--- src/rtl/mem_bus_arbiter.sv ---
// rtl/mem_bus_arbiter.sv - core/host arbiter for the shared external memory bus; optional ARB_FAIRNESS_EN starvation guard
module mem_bus_arbiter #(
    parameter int ADDR_W         = 8,
    parameter int DATA_W         = 8,
    parameter int WAIT_STATES    = 0,
    parameter int MAX_HOST_BURST = 4
) (
    input  logic              clk,
    input  logic              rst_n,
    input  logic              ena,
    input  logic              core_req,
    input  logic              core_we,
    input  logic [ADDR_W-1:0] core_addr,
    input  logic [DATA_W-1:0] core_wdata,
    output logic              core_ack,
    output logic [DATA_W-1:0] core_rdata,
    input  logic              host_req,
    input  logic              host_we,
    input  logic [ADDR_W-1:0] host_addr,
    input  logic [DATA_W-1:0] host_wdata,
    input  logic              host_lock,
    output logic              host_ack,
    output logic [DATA_W-1:0] host_rdata,
    output logic [ADDR_W-1:0] mem_addr,
    output logic [DATA_W-1:0] mem_wdata,
    output logic              mem_we,
    input  logic [DATA_W-1:0] mem_rdata,
    output logic              busy,
    output logic              grant_host
);

    typedef enum logic [1:0] {
        S_IDLE   = 2'd0,
        S_ACCESS = 2'd1,
        S_DONE   = 2'd2
    } state_t;

    state_t            state;
    state_t            state_next;
    logic [2:0]        wait_cnt;
    logic [ADDR_W-1:0] lat_addr;
    logic [DATA_W-1:0] lat_wdata;
    logic              lat_we;
    logic              owner_host;
    logic              lock_flag;
    logic              grant_h;
    logic              grant_c;
    logic              force_core;
    logic              last_access;

    // The bus always shows the latched transaction; only the strobe is gated by state.
    assign mem_addr    = lat_addr;
    assign mem_wdata   = lat_wdata;
    assign grant_host  = owner_host;
    assign last_access = (wait_cnt == 3'd0);

`ifdef ARB_FAIRNESS_EN
    logic [7:0] starve_cnt;

    // Once the host has been granted MAX_HOST_BURST times over a waiting core, the core wins next.
    assign force_core = core_req && (starve_cnt == 8'(MAX_HOST_BURST));

    // Starvation counter: counts host grants that bypassed a waiting core.
    always_ff @(posedge clk or negedge rst_n) begin
        if (!rst_n) begin
            starve_cnt <= 8'd0;
        end else if (state == S_IDLE && ena) begin
            if (grant_c || !core_req) begin
                starve_cnt <= 8'd0;
            end else if (grant_h && starve_cnt != 8'hFF) begin
                starve_cnt <= starve_cnt + 8'd1;
            end
        end
    end
`else
    assign force_core = 1'b0;
`endif

    // State register.
    always_ff @(posedge clk or negedge rst_n) begin
        if (!rst_n) begin
            state <= S_IDLE;
        end else begin
            state <= state_next;
        end
    end

    // Next-state, arbitration decision and per-state outputs.
    always_comb begin
        state_next = state;
        grant_h    = 1'b0;
        grant_c    = 1'b0;
        core_ack   = 1'b0;
        host_ack   = 1'b0;
        mem_we     = 1'b0;
        busy       = 1'b0;
        case (state)
            S_IDLE: begin
                if (ena) begin
                    if (force_core) begin
                        grant_c = 1'b1;
                    end else if (host_req) begin
                        grant_h = 1'b1;
                    end else if (core_req && !lock_flag) begin
                        grant_c = 1'b1;
                    end
                    if (grant_h || grant_c) begin
                        state_next = S_ACCESS;
                    end
                end
            end
            S_ACCESS: begin
                busy   = 1'b1;
                mem_we = lat_we;
                if (last_access) begin
                    state_next = S_DONE;
                end
            end
            S_DONE: begin
                busy       = 1'b1;
                core_ack   = !owner_host;
                host_ack   = owner_host;
                state_next = S_IDLE;
            end
            default: begin
                state_next = S_IDLE;
            end
        endcase
    end

    // Latch the winner's transaction at the grant edge and count the access window down.
    always_ff @(posedge clk or negedge rst_n) begin
        if (!rst_n) begin
            lat_addr   <= '0;
            lat_wdata  <= '0;
            lat_we     <= 1'b0;
            owner_host <= 1'b0;
            wait_cnt   <= 3'd0;
        end else if (grant_h || grant_c) begin
            lat_addr   <= grant_h ? host_addr  : core_addr;
            lat_wdata  <= grant_h ? host_wdata : core_wdata;
            lat_we     <= grant_h ? host_we    : core_we;
            owner_host <= grant_h;
            wait_cnt   <= 3'(WAIT_STATES);
        end else if (state == S_ACCESS && !last_access) begin
            wait_cnt <= wait_cnt - 3'd1;
        end
    end

    // Read data is captured on the final access edge into the owner's register only.
    always_ff @(posedge clk or negedge rst_n) begin
        if (!rst_n) begin
            core_rdata <= '0;
            host_rdata <= '0;
        end else if (state == S_ACCESS && last_access && !lat_we) begin
            if (owner_host) begin
                host_rdata <= mem_rdata;
            end else begin
                core_rdata <= mem_rdata;
            end
        end
    end

    // Host keeps the bus across a burst while it holds host_lock through its DONE cycle.
    always_ff @(posedge clk or negedge rst_n) begin
        if (!rst_n) begin
            lock_flag <= 1'b0;
        end else if (state == S_DONE) begin
            lock_flag <= owner_host && host_lock;
        end else if (state == S_IDLE && !host_lock) begin
            lock_flag <= 1'b0;
        end
    end

endmodule

--- config.mk ---
export PLATFORM = sky130hd
export DESIGN_NAME = mem_bus_arbiter
export DESIGN_NICKNAME = d
export VERILOG_FILES = /design/src/rtl/mem_bus_arbiter.sv
export SDC_FILE = /design/constraint.sdc
export NUM_CORES = 1
export LEC_CHECK = 0
export BUFFER_PORTS_ARGS = -buffer_cell sky130_fd_sc_hd__buf_2
export CAP_MARGIN = 20
export CORE_MARGIN = 3
export CORE_UTILIZATION = 46
export DETAILED_ROUTE_END_ITERATION = 10
export HOLD_SLACK_MARGIN = 0.06
export PLACE_DENSITY = 0.79
export REMOVE_ABC_BUFFERS = 1
export SLEW_MARGIN = 20
export SYNTH_ARGS = -nofsm -noshare
export SYNTH_HDL_FRONTEND = slang
export SYNTH_SLANG_ARGS = --single-unit
--- constraint.sdc ---
create_clock -name clk -period 2.3 [get_ports clk]
set_input_delay 0.46 -clock clk [delete_from_list [all_inputs] [get_ports clk]]
set_output_delay 0.46 -clock clk [all_outputs]
set_load 0.02 [all_outputs]
==> flow_metrics.tcl, run 1 <==
set metrics [dict create \
    switching_share_pct 40.7 \
    dr.pass1.iters 4 \
    clockBufferDepth 2 \
    numClockSinks 40 \
    stdcell_count 287 \
    grt_pass1_vias 1302 \
    drc 0 \
    layout_commonest_cell "buf_2" \
    die_w_um 69.2 \
    routabilityCongestion 0.720 \
    post_cts_buffers 0 \
    diodes 0 \
    viasPerCell 4.71 \
    cts_resized 0 \
    p_comb_share_pct 45.1 \
    max_freq_ghz 0.556 \
    path_clk_slew_ns 0.08 \
    syn-cell-area_sq_um 1840 \
    ys_warn_count 0 \
    slew_violations 0 \
    synth_edf_count 0 \
    tightest_slew_ns 0.565 \
    run_status "completed" \
    tns_ns 0 \
    switchingPower_mw 1.23 \
    track_usage_pct 15.8 \
    period_share_pct 78.2 \
    cts_buffers 5 \
    cp_max_fo 8 \
    fillers 300 \
    cts-root-buf "clkbuf_8" \
    finalWorstPathRequiredPeriod_ns 1.80 \
    dp_hpwl_um 2690 \
    p_seq_share_pct 39.8 \
    rsz0062_at_grt "no" \
    crit_required_ns 2.47 \
    power.density_nw_per_um2 1260 \
    hold_buffers 0 \
    grt_max_degree 39 \
    synth-main-ff-cell "dfrtp_1" \
    dieHeight_um 69.2 \
    yosys.area.top_type "dfrtp_1" \
    via_count 1352 \
    dieArea_sq_um 4790 \
    io_pins 85 \
    finalPower_mw 3.02 \
    drive_above_1_share_pct 48.1 \
    ant_nets 0 \
    h-tree-depth 2 \
    worstSetupStartpointType "flip-flop" \
    fp.coreArea_sq_um 3740 \
    peakVddDrop_uv 579 \
    wl_per_cell_um 12.0 \
    cts_tree "yes" \
    synth.distinct_cells 25 \
    postSynthCellCount 152 \
    drt_iter0_drc 38 \
    async_flop_share_pct 100 \
    cp_data_arrival_time_ns 1.97 \
    ys_seq_area_share_pct 54.5 \
    min_path_type "in2async" \
    antenna_found_initial 0 \
    worstSkewPairLatency_ns 0.29 \
    final.setup_skew_ns 0.00984 \
    synth.area.top_cells "dfrtp_1 (54%), mux2_2 (10%), mux2i_1 (9.8%)" \
    final_cell_mix "buf_2 (84), dfrtp_1 (40), nand2_1 (19), mux2i_1 (18), o21ai_0 (18)" \
    p_clk_share_pct 15.1 \
    layout.nets 292 \
    grt_pass1_wl_um 5980 \
    hold_viol 0 \
    gr-total-overflow 0 \
    start_util_pct 49.1 \
    yosysTopAreaCellShare_pct 54.5 \
    wirelength_um 3460 \
    io_buffers 84 \
    finalSetupViolations 0 \
    endpoint_kind "flip-flop" \
    placed_cells 279 \
    drv_cap 0 \
    crit_type "reg2reg" \
    rows 22 \
    leakagePower_nw 1.30 \
    slew_headroom_pct 62.2 \
    power.internal_mw 1.79 \
    area_delta_synth_final_pct 30.1 \
    ys_ff_latch 40 \
    syn_area_per_cell_sq_um 12.1 \
]
[flip-flops by register name, indices dropped and copies added, names as in the netlist]
signal / flops
core_rdata: 8
grant_host: 1
host_rdata: 8
lat_we: 1
lock_flag: 1
mem_addr: 8
mem_wdata: 8
state: 2
wait_cnt: 3
[cell usage after synthesis (2+ instances only)]
master and instances:
and2_1 5, nand3_1 2, buf_2 4, mux2_2 17, xnor2_1 2, inv_1 5
nor2_1 2, ha_1 6, clkbuf_1 2, o21ai_0 18, nand2_1 19, dfrtp_1 40
mux2i_1 18
[cell type report]
| cell class | instances | area [sq um] | share of cell area (%) |
|---|---|---|---|
| Clock buffer | 5 | 68.8 | 2.88 |
| Sequential cell | 40 | 1000 | 41.9 |
| Clock inverter | 3 | 23.8 | 0.995 |
| Inverter | 5 | 18.8 | 0.785 |
| Multi-Input combinational cell | 99 | 774 | 32.4 |
| Timing Repair Buffer | 87 | 443 | 18.5 |
| Tap cell | 48 | 60.1 | 2.51 |
[logic make-up after synthesis]
group / synth area share (%)
simple gates: 10.3
flops: 54.5
fa+ha+maj: 4.09
xor+xnor: 0.954
compound gates: 6.61
buf+inv: 3.34
mux: 20.2
[metrics by stage]
stage	instance area, sq um	utilization, %	hold WS [ns]	setup WS (ns)
2_1_floorplan	1790	-	0.164	0.131
3_3_place_gp	2300	61.4	0.411	0.572
3_5_place_dp	2300	61.4	0.421	0.501
4_1_cts	2390	63.8	0.0950	0.473
5_1_grt	2390	63.8	0.108	0.365
6_report	2390	63.8	0.0938	0.501
[path summary, 6_finish.rpt]
check,from,end,slack (ns),depth (start not counted)
setup reg to reg,wait_cnt[0]$_DFFE_PN0P_,core_rdata[1]$_DFFE_PN0P_,0.50,5
hold / removal,rst_n,mem_wdata[1]$_DFFE_PN0P_,0.09,1
setup / recovery,wait_cnt[0]$_DFFE_PN0P_,core_rdata[1]$_DFFE_PN0P_,0.50,5
min in group clk,host_lock,lock_flag$_DFFE_PN0P_,0.40,2
max in group asynchronous,rst_n,core_rdata[3]$_DFFE_PN0P_,1.58,2
hold reg to reg,mem_wdata[2]$_DFFE_PN0P_,mem_wdata[2]$_DFFE_PN0P_,0.48,2
[worst max-delay path: stages (launching register included)]
cell and delay (ns):
dfrtp_1 0.37, inv_1 0.10, ha_1 0.21, nand2b_4 0.08
nor4b_4 0.50, mux2_2 0.41
[power groups by stage]
stage	Clock (mW)	Sequential, mW	Combinational [mW]
final	0.456	1.20	1.36
after global routing	0.507	1.25	1.49
after CTS	0.477	1.21	1.39
after detailed placement	0	1.21	1.39
after global placement	0	1.21	1.35
after floorplan	0	1.56	0.548
[per-layer routing]
| layer | share of wire, % | up-vias | global-route usage (%) |
|---|---|---|---|
| li1 | - | 689 | - |
| met1 | 46 | 590 | 20.5 |
| met2 | 41 | 69 | 23.5 |
| met3 | 11 | 4 | 6.23 |
| met4 | 1.3 | 0 | 6.51 |
| met5 | 0 | - | 0 |
Note: power is estimated with default switching activity, not from simulation.
==> inputs of run 2 (changes only) <==
==> constraint.sdc (replaced) <==
create_clock -name clk -period 1.81 [get_ports clk]
set_input_delay 0.362 -clock clk [delete_from_list [all_inputs] [get_ports clk]]
set_output_delay 0.362 -clock clk [all_outputs]
set_load 0.02 [all_outputs]
==> run 2 against run 1 <==
Compared with the run above:
- final area is 2.7% higher
- non-clock buffer count rose by 3
- core utilization increased by 1.7 points
- critical endpoint is now mem_we
- global-route usage up 0.34 points
- clock skew shrank 0.0049 ns
- sequential share of layout area is 1.1 points lower
- wire length increased by 4.0%
- largest power group unchanged
==> flow_metrics.tcl, run 2 (synthesized netlist as in run 1, its figures left out) <==
set metrics [dict create \
    dieArea_sq_um 4790 \
    cts_buffers 5 \
    final_cell_mix "buf_2 (84), dfrtp_1 (40), nand2_1 (19), mux2i_1 (18), o21ai_0 (18)" \
    dieHeight_um 69.2 \
    grt_max_degree 39 \
    power.internal_mw 2.46 \
    post_cts_buffers 0 \
    layout_commonest_cell "buf_2" \
    p_clk_share_pct 17.2 \
    setup_slack_ns 0.144 \
    diodes 0 \
    p_seq_share_pct 38.1 \
    run_status "completed" \
    grt_pass1_wl_um 6340 \
    area_delta_synth_final_pct 33.7 \
    crit_type "reg2out" \
    min_path_type "in2reg" \
    placed_cells 281 \
    track_usage_pct 16.1 \
    switchingPower_mw 1.56 \
    max_freq_ghz 0.600 \
    drt_iter0_drc 40 \
    drv_cap 0 \
    drive_above_1_share_pct 47.9 \
    ant_nets 0 \
    endpoint_kind "output pin" \
    grt_pass1_vias 1427 \
    dr.pass1.iters 4 \
    multiInputGateArea_sq_um 774 \
    fin_util_pct 65.6 \
    p_comb_share_pct 44.7 \
    final.setup_skew_ns 0.00493 \
    rr_endpoint "core_rdata[0]$_DFFE_PN0P_" \
    start_util_pct 49.1 \
    fillers 331 \
    seqCellArea_sq_um 1000 \
    hold_viol 0 \
    stdcell_count 290 \
    viasPerCell 4.77 \
    r2r_setup_slack_ns 0.20 \
    slew_violations 0 \
    crit_required_ns 1.45 \
    cp_data_arrival_time_ns 1.30 \
    finalWorstPathRequiredPeriod_ns 1.67 \
    ff2ff_path_depth 6 \
    path_clk_slew_ns 0.07 \
    cp_max_fo 5 \
    worstHoldPathCells 2 \
    finalSetupViolations 0 \
    worstSetupStartpointType "flip-flop" \
    via_count 1384 \
    drc 0 \
    peakVddDrop_uv 657 \
    r2r-start "wait_cnt[0]$_DFFE_PN0P_" \
    finalInstanceArea_sq_um 2450 \
    h-tree-depth 2 \
    io_buffers 84 \
    tightest_slew_ns 0.474 \
    numClockSinks 40 \
    rows 22 \
    fp.coreArea_sq_um 3740 \
    holdCritStartpoint "host_lock" \
    routabilityCongestion 0.765 \
    rsz0062_at_grt "no" \
    io_pins 85 \
    dpl_cell_area_sq_um 2340 \
    worstSkewPairLatency_ns 0.28 \
    period_share_pct 92.0 \
    hold_end "lock_flag$_DFFE_PN0P_" \
    cts_tree "yes" \
    slew_headroom_pct 68.4 \
    cts-root-buf "clkbuf_8" \
    holdWs_ns 0.306 \
    leakagePower_nw 1.34 \
    layout.nets 295 \
    antenna_found_initial 0 \
    power.density_nw_per_um2 1630 \
    die_w_um 69.2 \
    wirelength_um 3600 \
    dp_slack_ns 0.212 \
    wl_per_cell_um 12.4 \
    dp_hpwl_um 2760 \
    clockBufferDepth 2 \
    gr-total-overflow 0 \
    switching_share_pct 38.8 \
]
run 2: area by class of cell:
class	instances	area share, %
multi-input cells	99	31.5
flip-flops and latches	40	40.8
clock inverters	2	1.43
well taps	48	2.45
repair buffers	90	20.1
inverters	5	0.765
clock buffers	6	2.96
run 2: worst max path at each step:
stage	start	end	slack [ns]	cells after the start
finish	state[1]$_DFFE_PN0P_	mem_we	0.14	4
global route	state[1]$_DFFE_PN0P_	mem_we	0.02	4
CTS	state[1]$_DFFE_PN0P_	mem_we	0.12	4
detailed placement	state[1]$_DFFE_PN0P_	core_rdata[0]$_DFFE_PN0P_	0.21	5
global placement	wait_cnt[0]$_DFFE_PN0P_	core_rdata[4]$_DFFE_PN0P_	0.25	6
floorplan	core_req	lat_we$_DFFE_PN0P_	-0.26	3
run 2: through the flow:
stage	TNS (ns)	total power [mW]
final	0	4.01
after detailed placement	0	3.36
after global placement	0	3.31
after CTS	0	4.06
after floorplan	-5.13	2.68
after global routing	0	4.28
run 2: metal layers:
metal	vias to the layer above	routed length, um	share of wire [%]	track usage (%)
li1	696	-	-	-
met1	607	1670	47	22.4
met2	76	1520	42	24.2
met3	5	359	10	4.35
met4	0	43	1.2	5.86
met5	-	0	0	0
run 2: power groups by stage:
| stage | registers [mW] | logic [mW] | clock network [mW] |
|---|---|---|---|
| after global placement | 1.54 | 1.77 | 0 |
| after detailed placement | 1.54 | 1.82 | 0 |
| after global routing | 1.59 | 1.95 | 0.753 |
| after floorplan | 1.98 | 0.697 | 0 |
| after CTS | 1.53 | 1.82 | 0.714 |
| final | 1.53 | 1.79 | 0.689 |
run 2: repair_timing:
action,in CTS,in global routing
resized for setup,0,0
hold endpoints to repair,20,0
hold buffers,1,0
run 2: critical path: stages (launching register included):
cell and delay [ns]:
dfrtp_1 0.40, inv_1 0.10, ha_1 0.22, and2_1 0.14, buf_2 0.16
==> inputs of run 3 (changes only) <==
--- a/config.mk
+++ b/config.mk
@@ -5,13 +5,13 @@
 export SDC_FILE = /design/constraint.sdc
 export NUM_CORES = 1
 export LEC_CHECK = 0
-export BUFFER_PORTS_ARGS = -buffer_cell sky130_fd_sc_hd__buf_2
 export CAP_MARGIN = 20
 export CORE_MARGIN = 3
-export CORE_UTILIZATION = 46
+export CORE_UTILIZATION = 60
 export DETAILED_ROUTE_END_ITERATION = 10
+export DONT_BUFFER_PORTS = 1
 export HOLD_SLACK_MARGIN = 0.06
-export PLACE_DENSITY = 0.79
+export PLACE_DENSITY = 0.76
 export REMOVE_ABC_BUFFERS = 1
 export SLEW_MARGIN = 20
 export SYNTH_ARGS = -nofsm -noshare
==> run 3 against run 2 <==
Compared with the run above:
- die area is 21% lower
- via count is 20% lower
- sequential power is 33% higher
- total power is 17% lower
- worst setup slack worse by 0.045 ns
==> flow_metrics.tcl, run 3 (synthesized netlist as in run 1, its figures left out) <==
set metrics [dict create \
    run_status "completed" \
    start_util_pct 64.9 \
    dr.pass1.iters 4 \
    setup_slack_ns 0.0990 \
    io_buffers 0 \
    period_share_pct 94.5 \
    drive_above_1_share_pct 20.9 \
    worstHoldPathCells 1 \
    drv_cap 0 \
    routabilityCongestion 0.686 \
    h-tree-depth 2 \
    grt_pass1_vias 1187 \
    power.density_nw_per_um2 1710 \
    path_clk_slew_ns 0.11 \
    cp_data_arrival_time_ns 1.35 \
    grt_pass1_wl_um 5130 \
    slowest_stage "dfrtp_1" \
    worstSetupStartpointType "flip-flop" \
    worstSkewPairLatency_ns 0.33 \
    worst_path_largest_cell_delay_ns 0.42 \
    hold_viol 0 \
    max_freq_ghz 0.584 \
    numClockSinks 40 \
    viasPerCell 5.87 \
    layout_commonest_cell "dfrtp_1" \
    final.setup_skew_ns 0.00847 \
    dieHeight_um 61.3 \
    power.internal_mw 1.89 \
    antenna_found_initial 0 \
    gr-total-overflow 0 \
    fp.coreArea_sq_um 2830 \
    dp_hpwl_um 2550 \
    grt_max_degree 41 \
    slew_headroom_pct 68.6 \
    stdcell_count 189 \
    final_cell_mix "dfrtp_1 (40), nand2_1 (19), mux2i_1 (18), o21ai_0 (18), mux2_2 (17)" \
    min_path_type "in2reg" \
    switchingPower_mw 1.45 \
    holdWs_ns 0.168 \
    layout.nets 212 \
    die_w_um 61.3 \
    cts_tree "yes" \
    area_delta_synth_final_pct 6.81 \
    crit_type "reg2out" \
    peakVddDrop_uv 1080 \
    cts-root-buf "clkbuf_4" \
    cts_buffers 5 \
    diodes 0 \
    clockBufferDepth 2 \
    dp_slack_ns 0.148 \
    post_cts_buffers 0 \
    slew_violations 0 \
    via_count 1110 \
    switching_share_pct 43.4 \
    drt_iter0_drc 31 \
    finalPower_mw 3.35 \
    track_usage_pct 19.3 \
    leakagePower_nw 0.971 \
    p_seq_share_pct 60.6 \
    p_comb_share_pct 27.4 \
    wl_per_cell_um 17.5 \
    ant_nets 0 \
    io_pins 85 \
    cp_max_fo 5 \
    worstPathCellList "inv_1, ha_1, and2_1" \
    wirelength_um 3320 \
    endpoint_kind "output pin" \
    crit_required_ns 1.45 \
    dieArea_sq_um 3760 \
    finalSetupViolations 0 \
    tightest_slew_ns 0.469 \
    finalWorstPathRequiredPeriod_ns 1.71 \
    drc 0 \
    ff2ff_path_depth 6 \
    p_clk_share_pct 12.0 \
    rsz0062_at_grt "no" \
    rows 19 \
    placed_cells 180 \
]
-- run 3: worst max-delay path, delay by kind of cell (launching register included) --
kind	cells	cell delay (ns)
DFF	1	0.42
and+or+nand+nor	1	0.26
adders and majority gates	1	0.23
buffers and inverters	1	0.11
-- run 3: power by group through the flow --
stage / logic [mW] / clock network (mW) / registers, mW
floorplan: 0.697 / 0 / 1.98
global placement: 0.849 / 0 / 2.04
detailed placement: 0.906 / 0 / 2.06
CTS: 0.930 / 0.416 / 2.04
global route: 1.02 / 0.465 / 2.08
finish: 0.918 / 0.402 / 2.03
-- run 3: final cells by class --
| type | instances | area [sq um] |
|---|---|---|
| Tap cell | 31 | 38.8 |
| Fill cell | 218 | 867 |
| Inverter | 5 | 18.8 |
| Timing Repair Buffer | 7 | 80.1 |
| Sequential cell | 40 | 1000 |
| Clock buffer | 6 | 41.3 |
| Clock inverter | 1 | 5.00 |
| Multi-Input combinational cell | 99 | 777 |
-- run 3: final timing paths --
check / start / end / slack [ns]
worst max-delay path: state[1]$_DFFE_PN0P_ / mem_we / 0.1
worst max register to register: wait_cnt[0]$_DFFE_PN0P_ / core_rdata[1]$_DFFE_PN0P_ / 0.15
worst min-delay path: mem_rdata[6] / host_rdata[6]$_DFFE_PN0P_ / 0.17
worst min register to register: lock_flag$_DFFE_PN0P_ / lock_flag$_DFFE_PN0P_ / 0.54
max in group asynchronous: rst_n / mem_wdata[0]$_DFFE_PN0P_ / 1.13
min in group asynchronous: rst_n / wait_cnt[2]$_DFFE_PN0P_ / 0.48
-- run 3: layer usage --
metal  global-route usage (%)  up-vias  routed length (um)
met5                        0        -                   0
met4                     6.36        0                  42
met3                     8.18        5                 292
met2                     34.4       48                1760
met1                     20.5      529                1220
li1                         -      528                   -
-- run 3: what timing repair did --
item / 4_1_cts / 5_1_grt
hold buffers: 2 / 0
gates resized for setup: 0 / 1
endpoints found under the hold margin: 40 / 0
setup endpoints to repair: 0 / 1
-- run 3: per-stage QoR --
step,TNS [ns],instance area [sq um],utilization [%]
6_report,0,1960,69.3
5_1_grt,0,1960,69.3
4_1_cts,0,1960,69.3
3_5_place_dp,0,1880,66.6
3_3_place_gp,0,1880,66.6
2_1_floorplan,-5.13,1790,-
